[src/rtl/fifo_sync_flags.sv]
// Single-clock FIFO with extra-bit pointers, occupancy count, programmable
// almost-full/almost-empty thresholds, sticky error flags and optional FWFT read port.
module fifo_sync_flags #(
    parameter int DATA_WIDTH = 32,
    parameter int FIFO_DEPTH = 8,
    parameter int AF_THRESH  = 6,
    parameter int AE_THRESH  = 2,
    parameter int FWFT       = 0
) (
    input  logic                          clk,
    input  logic                          rst,
    input  logic                          cs,
    input  logic                          wr_en,
    input  logic                          rd_en,
    input  logic [DATA_WIDTH-1:0]         data_in,
    output logic [DATA_WIDTH-1:0]         data_out,
    output logic                          rd_valid,
    output logic                          empty,
    output logic                          full,
    output logic                          almost_empty,
    output logic                          almost_full,
    output logic [$clog2(FIFO_DEPTH):0]   count,
    output logic                          overflow,
    output logic                          underflow,
    input  logic                          clr_err
);

    localparam int AW = $clog2(FIFO_DEPTH);
    localparam logic [AW:0] AF_LVL = AF_THRESH[AW:0];
    localparam logic [AW:0] AE_LVL = AE_THRESH[AW:0];

    if ((FIFO_DEPTH < 2) || ((FIFO_DEPTH & (FIFO_DEPTH - 1)) != 0)) begin : g_bad_depth
        $error("fifo_sync_flags: FIFO_DEPTH must be a power of 2 and >= 2");
    end
    if ((AF_THRESH < 1) || (AF_THRESH > FIFO_DEPTH)) begin : g_bad_af
        $error("fifo_sync_flags: AF_THRESH must be in 1..FIFO_DEPTH");
    end
    if ((AE_THRESH < 0) || (AE_THRESH > FIFO_DEPTH - 1)) begin : g_bad_ae
        $error("fifo_sync_flags: AE_THRESH must be in 0..FIFO_DEPTH-1");
    end
    if ((FWFT != 0) && (FWFT != 1)) begin : g_bad_fwft
        $error("fifo_sync_flags: FWFT must be 0 or 1");
    end

    logic [AW:0]           wr_ptr;
    logic [AW:0]           rd_ptr;
    logic [DATA_WIDTH-1:0] mem [FIFO_DEPTH];
    logic                  wr_accept;
    logic                  rd_accept;
    logic [AW-1:0]         wr_idx;
    logic [AW-1:0]         rd_idx;

    assign wr_idx = wr_ptr[AW-1:0];
    assign rd_idx = rd_ptr[AW-1:0];

    // Flags come straight from the registered pointers; the wrap bit separates full from empty.
    assign empty        = (wr_ptr == rd_ptr);
    assign full         = (wr_ptr[AW] != rd_ptr[AW]) && (wr_idx == rd_idx);
    assign count        = wr_ptr - rd_ptr;
    assign almost_full  = (count >= AF_LVL);
    assign almost_empty = (count <= AE_LVL);

    assign wr_accept = cs && wr_en && !full;
    assign rd_accept = cs && rd_en && !empty;

    always_ff @(posedge clk) begin
        if (wr_accept && !rst) begin
            mem[wr_idx] <= data_in;
        end
    end

    always_ff @(posedge clk) begin
        if (rst) begin
            wr_ptr <= '0;
            rd_ptr <= '0;
        end else begin
            if (wr_accept) begin
                wr_ptr <= wr_ptr + 1'b1;
            end
            if (rd_accept) begin
                rd_ptr <= rd_ptr + 1'b1;
            end
        end
    end

    // Errors are sticky; a new error in the same cycle as clr_err keeps the flag set.
    always_ff @(posedge clk) begin
        if (rst) begin
            overflow  <= 1'b0;
            underflow <= 1'b0;
        end else begin
            if (cs && wr_en && full) begin
                overflow <= 1'b1;
            end else if (clr_err) begin
                overflow <= 1'b0;
            end
            if (cs && rd_en && empty) begin
                underflow <= 1'b1;
            end else if (clr_err) begin
                underflow <= 1'b0;
            end
        end
    end

    if (FWFT != 0) begin : g_fwft
        // Drive zero while empty so the port shows 0 after reset instead of stale memory.
        assign data_out = empty ? '0 : mem[rd_idx];
        assign rd_valid = !empty;
    end else begin : g_registered
        logic [DATA_WIDTH-1:0] data_q;
        logic                  valid_q;

        always_ff @(posedge clk) begin
            if (rst) begin
                data_q  <= '0;
                valid_q <= 1'b0;
            end else begin
                valid_q <= rd_accept;
                if (rd_accept) begin
                    data_q <= mem[rd_idx];
                end
            end
        end

        assign data_out = data_q;
        assign rd_valid = valid_q;
    end

endmodule

[config.mk]
export PLATFORM = sky130hd
export DESIGN_NAME = fifo_sync_flags
export DESIGN_NICKNAME = d
export VERILOG_FILES = /design/src/rtl/fifo_sync_flags.sv
export SDC_FILE = /design/constraint.sdc
export NUM_CORES = 1
export LEC_CHECK = 0
export ABC_AREA = 1
export CORE_MARGIN = 2
export CORE_UTILIZATION = 40
export CTS_BUF_LIST = sky130_fd_sc_hd__clkbuf_8
export DETAILED_ROUTE_END_ITERATION = 12
export PLACE_DENSITY_LB_ADDON = 0.3
export SYNTH_ARGS = -nofsm -noshare
export SYNTH_HDL_FRONTEND = slang
export SYNTH_SLANG_ARGS = --single-unit
export TNS_END_PERCENT = 30
[constraint.sdc]
create_clock -name clk -period 3.9 [get_ports clk]
set_input_delay 0.39 -clock clk [delete_from_list [all_inputs] [get_ports clk]]
set_output_delay 0.39 -clock clk [all_outputs]
set_load 0.02 [all_outputs]
==> impl_metrics.ini <==
[cts]
cts.reportedPaths.clkPinSlew_ns = 0.06
clk_latency_ns = 0.56
cts_tree = yes
post_cts_buffers = 0
cts_hold_buf = 0
clock_tree.root_cell = sky130_fd_sc_hd__clkbuf_8
cts_num_sinks = 299
max_buffers_root_to_sink = 3
cts_bufs_inserted = 47
htree_levels = 2
count_of_cells_resized_by_post_cts_repair = 0

[power]
power_per_cell_area_nw_per_um2 = 442.7
pwr-share-clk_pct = 35.6
power.switching_fraction_pct = 24.67
comb_power_share_pct = 9.9
internal_power_mw = 4.900
leakagePower_nw = 6.094
fin_total_pwr_mw = 6.504
power.ir.vdd_worst_mv = 0.2033
netSwitchingPower_mw = 1.605
share_seq_of_total_power_pct = 54.5

[floorplan]
fp.dieW_um = 181.7
area_of_the_die_um2 = 33020
num_rows = 65
ios = 81
initial_util_pct = 40.35
die-height_um = 181.7
placeableCoreArea_um2 = 31310

[final_layout]
stdcell_count = 1764
num-nets-final = 1368
stdcell_area_um2 = 14690
drive_gt1_share_pct = 9.985
layout-area-overhead-vs-synth_pct = 16.30
mostFrequentLayoutCell = sky130_fd_sc_hd__nand2_1
final_util_pct = 46.93
antennaDiodeCount = 0
mostFrequentLayoutCells = sky130_fd_sc_hd__nand2_1 (406), sky130_fd_sc_hd__edfxtp_1 (256), sky130_fd_sc_hd__inv_1 (225)

[routing]
routed_wire_length_per_instance_um = 15.13
ant_nets = 0
drcViolationCount = 0
route.final.wire_length_um = 26690
drt-initial-drc-count = 548
vias = 8278
drtPass1Iterations = 4
avgViaCountPerCell = 4.693

[worst_setup_path]
critical_path.max_fanout = 7
critPathRequiredTime_ns = 3.51
worst-setup-path-type = flip-flop to output pin
critPathCaptureType = output pin
cp-start-kind = flip-flop
critPathArrivalTime_ns = 2.92

[logic_synthesis]
library_cell_occupying_the_most_area_in_the_post_synthesis_netlist = sky130_fd_sc_hd__edfxtp_1
synth_instances = 1226
yosys.cell_types.count = 24
syn-mean-instance-area_um2 = 10.30
mappedNetlistArea_um2 = 12630
synth_largest_type_area_fraction_pct = 60.85
synth.ff_latch_count = 299
synthesis.yosys.warnings = 0
number_of_nets_produced_by_synthesis = 1270
synthTopCellsByArea = sky130_fd_sc_hd__edfxtp_1 (61%), sky130_fd_sc_hd__nand2_1 (12%), sky130_fd_sc_hd__dfxtp_1 (6.8%), sky130_fd_sc_hd__nand3_1 (6.5%), sky130_fd_sc_hd__inv_1 (6.0%)
seq_area_frac_synth_pct = 67.66

[timing]
worst_hold_slack_ns = 0.4716
finalHoldViolations = 0
min_period_over_period_pct = 84.93
setup_viol = 0
total_negative_slack_for_setup_checks_ns = 0
worst_pin_slew_ns = 0.9267
final.min_clock_period_ns = 3.312
maxSlewHeadroom_pct = 38.22
fin_skew_ns = 0.01799
report.final.slew_viol_count = 0
grt_setup_unrepaired = no
final_critical_path_setup_slack_ns = 0.5878
max_clock_freq_mhz = 301.9

[global_route]
grt_start_max_net_pins = 83
antenna_found_initial = 0
globalRoute.totalOverflow = 0
first_global_vias = 8059
groute.usage.overall_pct = 16.34
grt_pass1_wl_um = 42420

[place]
portBuffers = 80
hpwlAfterDp_um = 15150
placedCellCount = 1677
dp_worst_setup_slack_ns = 1.165
detailed_place.area_um2 = 13860
gp_congestion = 0.7619

[run]
maxCapViolations = 0

[status]
status = complete, no violations

[hold_path]
hp-class = flip-flop to flip-flop
cell families (layout without fill, tap and decap cells):
| group | after synthesis | count (layout) | synth area share [%] |
|---|---|---|---|
| buf+inv | 267 | 403 | 8.844 |
| fa+ha+maj | 6 | 6 | 0.6537 |
| flops | 299 | 299 | 67.66 |
| xor+xnor | 6 | 6 | 0.4160 |
| compound gates | 46 | 46 | 2.595 |
| simple gates | 602 | 602 | 19.83 |
power by group through the flow:
stage | clock network, mW | logic (mW) | registers [mW]
3_3_place_gp | 0 | 0.644 | 3.61
6_report | 2.32 | 0.644 | 3.54
4_1_cts | 2.39 | 0.655 | 3.54
2_1_floorplan | 0 | 0.360 | 3.65
3_5_place_dp | 0 | 0.653 | 3.61
5_1_grt | 2.53 | 0.715 | 3.55
per-layer routing:
| layer | up-vias | GRT usage (%) | routed length (um) |
|---|---|---|---|
| li1 | 4135 | - | - |
| met1 | 3892 | 21.72 | 12210 |
| met2 | 208 | 27.33 | 12550 |
| met3 | 43 | 2.908 | 1366 |
| met4 | 0 | 5.268 | 566 |
| met5 | - | 0 | 0 |
final timing paths:
kind | from | endpoint | slack (ns) | cells past startpoint
setup / recovery | wr_ptr[0]$_SDFFE_PP0P_ | almost_empty | 0.59 | 7
hold / removal | underflow$_SDFFE_PP0P_ | underflow$_SDFFE_PP0P_ | 0.47 | 2
setup reg to reg | wr_ptr[0]$_SDFFE_PP0P_ | mem[0][22]$_DFFE_PP_ | 1.11 | 10
hold reg to reg | underflow$_SDFFE_PP0P_ | underflow$_SDFFE_PP0P_ | 0.47 | 2
cell usage after synthesis:
cell type and count:
sky130_fd_sc_hd__nand2_1 406, sky130_fd_sc_hd__o21ai_0 7, sky130_fd_sc_hd__buf_2 32, sky130_fd_sc_hd__clkbuf_4 1, sky130_fd_sc_hd__nor2_2 1, sky130_fd_sc_hd__buf_6 5
sky130_fd_sc_hd__dfxtp_1 43, sky130_fd_sc_hd__fa_1 1, sky130_fd_sc_hd__inv_1 203, sky130_fd_sc_hd__clkbuf_1 8, sky130_fd_sc_hd__nand2_2 9, sky130_fd_sc_hd__xor2_1 6
sky130_fd_sc_hd__nand3_2 1, sky130_fd_sc_hd__clkinv_1 2, sky130_fd_sc_hd__nor3_1 6, sky130_fd_sc_hd__a21oi_2 26, sky130_fd_sc_hd__a21oi_1 13, sky130_fd_sc_hd__nor2_1 14
sky130_fd_sc_hd__nand3_1 165, sky130_fd_sc_hd__buf_4 9, sky130_fd_sc_hd__edfxtp_1 256, sky130_fd_sc_hd__ha_1 5, sky130_fd_sc_hd__inv_2 6, sky130_fd_sc_hd__buf_1 1
flip-flops by register name, summed over array words and instances (netlist names):
register   flops
data_out      32
mem          256
overflow       1
rd_ptr         4
rd_valid       1
underflow      1
wr_ptr         4
critical path: stages (launching register included):
cell	delay, ns
sky130_fd_sc_hd__dfxtp_1	0.49
sky130_fd_sc_hd__inv_1	0.22
sky130_fd_sc_hd__ha_1	0.27
sky130_fd_sc_hd__fa_1	0.38
sky130_fd_sc_hd__xor2_1	0.18
sky130_fd_sc_hd__o21ai_0	0.12
sky130_fd_sc_hd__nor2_1	0.11
sky130_fd_sc_hd__clkdlybuf4s50_1	0.61
layout make-up:
| type | instances | area (um2) |
|---|---|---|
| Inverter | 211 | 793.3 |
| Clock inverter | 39 | 170.2 |
| Multi-Input combinational cell | 660 | 3013 |
| Fill cell | 2813 | 16620 |
| Clock buffer | 48 | 660.6 |
| Tap cell | 402 | 503.0 |
| Timing Repair Buffer | 105 | 1001 |
| Sequential cell | 299 | 8552 |
Note: power is estimated with default switching activity, not from simulation.
